==> config.mk <==
export PLATFORM = sky130hd
export DESIGN_NAME = down_counter
export DESIGN_NICKNAME = d
export VERILOG_FILES = /design/src/rtl/down_counter_pkg.sv /design/src/rtl/down_counter_magnitude_cmp.sv /design/src/rtl/down_counter.sv
export SDC_FILE = /design/constraint.sdc
export NUM_CORES = 1
export LEC_CHECK = 0
export CAP_MARGIN = 20
export CELL_PAD_IN_SITES_DETAIL_PLACEMENT = 1
export CELL_PAD_IN_SITES_GLOBAL_PLACEMENT = 1
export CORE_ASPECT_RATIO = 0.75
export CORE_MARGIN = 2
export CORE_UTILIZATION = 38
export CTS_CLUSTER_DIAMETER = 80
export DETAILED_ROUTE_END_ITERATION = 10
export GPL_ROUTABILITY_DRIVEN = 0
export PLACE_DENSITY_LB_ADDON = 0.1
export SLEW_MARGIN = 25
export SYNTH_ARGS = -nofsm -noshare
export SYNTH_HDL_FRONTEND = slang
export SYNTH_SLANG_ARGS = --single-unit
==> constraint.sdc <==
create_clock -name clk -period 3.3 [get_ports clk]
set_input_delay 0.33 -clock clk [delete_from_list [all_inputs] [get_ports clk]]
set_output_delay 0.33 -clock clk [all_outputs]
set_load 0.1 [all_outputs]
==> src/rtl/down_counter_pkg.sv <==
// Shared definitions for the chapter counter/timer designs.
package down_counter_pkg;

  typedef enum logic [1:0] {
    IDLE = 2'b00,
    RUN  = 2'b01,
    DONE = 2'b10
  } state_t;

  localparam int DEFAULT_WIDTH = 8;

endpackage

==> src/rtl/down_counter_magnitude_cmp.sv <==
// Unsigned magnitude compare, purely combinational: gt = (a > b).
module magnitude_cmp #(
  parameter int WIDTH = 8
) (
  input  logic [WIDTH-1:0] a,
  input  logic [WIDTH-1:0] b,
  output logic             gt
);

  assign gt = (a > b);

endmodule

==> src/rtl/down_counter.sv <==
// Loadable down-counter/timer with optional auto-reload, one-cycle underflow pulse
// and a combinational threshold compare on the registered count.
module down_counter
  import down_counter_pkg::*;
#(
  parameter int WIDTH = DEFAULT_WIDTH
) (
  input  logic             clk,
  input  logic             reset,
  input  logic             CLR,
  input  logic             load,
  input  logic [WIDTH-1:0] load_val,
  input  logic             EN,
  input  logic             auto_reload,
  input  logic [WIDTH-1:0] threshold,
  output logic [WIDTH-1:0] counter,
  output logic             UF,
  output logic             busy,
  output logic             done,
  output logic             above
);

  state_t           state_q, state_d;
  logic [WIDTH-1:0] cnt_q, cnt_d;
  logic [WIDTH-1:0] reload_q, reload_d;
  logic             uf_q, uf_d;

  always_comb begin
    state_d  = state_q;
    cnt_d    = cnt_q;
    reload_d = reload_q;
    uf_d     = 1'b0;

    if (CLR) begin
      cnt_d   = '0;
      state_d = IDLE;
    end else if (load) begin
      cnt_d    = load_val;
      reload_d = load_val;
      state_d  = (load_val != '0) ? RUN : DONE;
    end else begin
      case (state_q)
        RUN: begin
          if (EN) begin
            if (cnt_q != '0) begin
              cnt_d = cnt_q - 1'b1;
            end else if (auto_reload) begin
              // Underflow edge: the count was already 0 for one cycle.
              cnt_d = reload_q;
              uf_d  = 1'b1;
            end else begin
              uf_d    = 1'b1;
              state_d = DONE;
            end
          end
        end
        IDLE, DONE: ;
        default: state_d = IDLE;
      endcase
    end
  end

  always_ff @(posedge clk) begin
    if (!reset) begin
      state_q  <= IDLE;
      cnt_q    <= '0;
      reload_q <= '0;
      uf_q     <= 1'b0;
    end else begin
      state_q  <= state_d;
      cnt_q    <= cnt_d;
      reload_q <= reload_d;
      uf_q     <= uf_d;
    end
  end

  assign counter = cnt_q;
  assign UF      = uf_q;
  assign busy    = (state_q == RUN);
  assign done    = (state_q == DONE);

  magnitude_cmp #(
    .WIDTH(WIDTH)
  ) u_above_cmp (
    .a  (cnt_q),
    .b  (threshold),
    .gt (above)
  );

endmodule

==> impl_summary.txt <==
----------------------------------------------------
[Route]
  Initial DRT Pass Iterations ... 4
  Post-DR wirelength/cell ... 15.6 um
  Count of routing violations after the opening detailed-route iteration ... 56
  Overall via count from detail_route ... 1247
  Final routed wirelength across all metal layers ... 3.52 mm
  # DRC ... 0
  Number of vias per cell ... 5.52
  DRT antenna net count ... 0

[Timing]
  Unrepaired setup endpoints after global routing ... false
  Max-slew violation count ... 0
  Remaining max-slew budget at the tightest pin ... 34.5%
  Final worst path period need ... 2.41 ns
  Transition time of the tightest slew-check pin ... 0.979 ns
  Worst clock skew on the final layout ... 0.00799 ns
  Total negative slack for setup checks ... 0 ns
  Number of failing setup endpoints in the final timing report ... 0
  Crit share post-route ... 73.2%
  Number of endpoints with negative hold slack in the final report ... 0
  Fmax ... 414 MHz

[Synth]
  Cells after synthesis ... 154
  Cell variety after synth ... 41
  Sequential cell area fraction in the yosys report ... 29.7%
  Number of flops mapped to enable cells by yosys ... 0
  Synth Area per Inst ... 8.33 um^2
  Count of state elements after synthesis ... 19
  Net count of the mapped netlist ... 186
  Area of the mapped netlist ... 1280 um^2
  Yosys warnings ... 0
  Main synth FF type ... dfxtp_1
  FFs w/ async S/R, synth ... 0%

[CTS]
  Buffers inserted by post-CTS timing repair ... 0
  Number of buffers inserted during clock tree synthesis ... 3
  Post-CTS resize count ... 0
  Clock tree root driver cell ... clkbuf_8
  CTS Sinks ... 19
  Clock transition at the register clock pins on the worst setup and hold paths after CTS ... 0.08 ns
  Number of hold buffers added after cts ... 0
  CTS tree ... done
  Depth of the CTS H-tree ... 1
  Maximum buffer depth of the clock tree ... 2
  Source-to-sink clock delay at the later pin of the worst-skew pair ... 0.27 ns

[Global route]
  Overall routing resource usage ... 20.0%
  Number of global-route vias before repair ... 1189
  First-pass GRT wire length ... 5.75 mm
  Antenna violations before repair ... 0
  Overflow left after global routing ... 0
  Maximum number of pins on one net before global-route repair ... 20

[Placement]
  Count of input and output buffers ... 33
  Sum of net half-perimeters after detailed placement ... 2.84 mm
  Placed insts ... 222

[Min path]
  Hold path start ... reload_q[7]$_SDFFE_PN0P_
  Type of the most critical hold path ... flop to flop

[Die]
  Core footprint ... 3270 um^2
  Top-level port count ... 34
  Chip height ... 54.3 um
  Die span in x ... 71.1 um
  Initial Util ... 39.3%
  Die Outline Area ... 3860 um^2
  Standard-cell rows ... 18

[Final layout]
  Number of fill cells in the layout ... 397
  N_diodes ... 0
  Proportion of layout cells with a drive suffix above 1 ... 6.45%
  Area growth from synthesis to layout ... 32.3%
  Final cell count without fillers ... 226
  Final-stage net count ... 219

[Critical path]
  Start of the worst register-to-register path ... counter[0]$_SDFFE_PP0P_
  Category of the most critical setup path ... input port to output port
  Sort of element at the end of the critical path ... output port
  Startpoint type of the worst setup path ... input port
  Arrival time of the worst setup path ... 2.08 ns
  Critical path launch point ... threshold[5]
  Worst-path maximum fanout ... 2
  Required time of the worst setup path ... 2.97 ns

[Pwr]
  Power density of the placed cells ... 349 nW/um^2
  Post-layout total power ... 0.592 mW
  IR Drop Worst-Case VDD ... 0.000224 V
  Leakage power of the design ... 0.669 nW

[Outcome]
  Result of the run ... completed

[Run]
  Number of max-cap violations ... 0

----------------------------------------------------
## report_power, final
group	switching [mW]	internal (mW)	total (mW)	leakage (nW)
Clock	0.0884	0.0855	0.174	0.0217
Combinational	0.0992	0.0700	0.169	0.492
Sequential	0.0111	0.238	0.249	0.155
Total	0.199	0.394	0.592	0.669
## worst max-delay path: stages
cell             delay, ns
clkdlybuf4s50_1       0.46
inv_1                 0.04
ha_1                  0.30
a21o_1                0.18
a21oi_1               0.14
nor2b_1               0.06
o22ai_1               0.22
o31ai_4               0.10
buf_4                 0.24
## synthesized netlist by cell type, drive strengths merged, types with 5 or more instances
library cell  count  area [um^2]
nor2b            15         93.8
inv              10         37.5
nand4             5         31.3
ha               10          125
mux2i             9         90.1
dfxtp            19          380
a21oi             9         45.0
nor2              5         18.8
nand2             9         33.8
nor3              6         30.0
o21ai             8         40.0
## state kept, by name, summed over array words and instances (netlist names)
register and cells:
state_q 2, counter 8, reload_q 8, UF 1
## cells in the final DEF (no fill, tap or decap), types with 4 or more instances in the layout
| cell | n |
|---|---|
| nor3_1 | 6 |
| nand2b_1 | 4 |
| a21oi_1 | 9 |
| nand4_1 | 5 |
| inv_1 | 10 |
| nand2_1 | 9 |
| o22ai_1 | 4 |
| nor2_1 | 5 |
| dfxtp_1 | 19 |
| nor2b_1 | 15 |
| ha_1 | 10 |
| mux2i_1 | 9 |
| o21ai_0 | 8 |
| clkdlybuf4s50_1 | 31 |
## path summary, 6_finish.rpt
check | to | depth (start not counted) | slack [ns]
worst max-delay path | above | 9 | 0.89
worst min-delay path | reload_q[7]$_SDFFE_PN0P_ | 2 | 0.54
worst max register to register | counter[4]$_SDFFE_PP0P_ | 7 | 1.00
worst min register to register | reload_q[7]$_SDFFE_PN0P_ | 2 | 0.54
## kinds of logic (layout without fill, tap and decap cells)
kind of cell | after synthesis | count (layout) | synth area share (%)
fa+ha+maj | 10 | 10 | 9.76
compound gates | 35 | 35 | 18.0
simple gates | 62 | 62 | 28.2
flops | 19 | 19 | 29.7
buf+inv | 16 | 48 | 5.37
xor+xnor | 3 | 3 | 2.05
mux | 9 | 9 | 7.02
## layout make-up
type                            instances  area [um^2]  share of cell area, %
Timing Repair Buffer                   34          333                   19.6
Multi-Input combinational cell        119          847                   49.9
Sequential cell                        19          380                   22.4
Tap cell                               40         50.0                   2.95
Clock buffer                            3         41.3                   2.43
Clock inverter                          1         7.51                  0.442
Inverter                               10         37.5                   2.21
## layer usage
metal  up-vias  GRT usage, %  wire length [um]
met5         -             0                 0
li1        623             -                 -
met2        37          30.2              1460
met1       582          28.1              1830
met3         5          4.60               184
met4         0          7.55                48
## through the flow
step | hold slack (ns) | instance area (um^2) | util [%] | setup slack [ns]
after floorplan | 0.458 | 1300 | - | 0.309
after global placement | 0.518 | 1650 | 50.5 | 0.932
after detailed placement | 0.527 | 1650 | 50.5 | 0.861
after CTS | 0.543 | 1700 | 52.0 | 0.861
after global routing | 0.567 | 1700 | 52.0 | 0.772
final | 0.542 | 1700 | 52.0 | 0.885
Note: power is estimated with default switching activity, not from simulation.
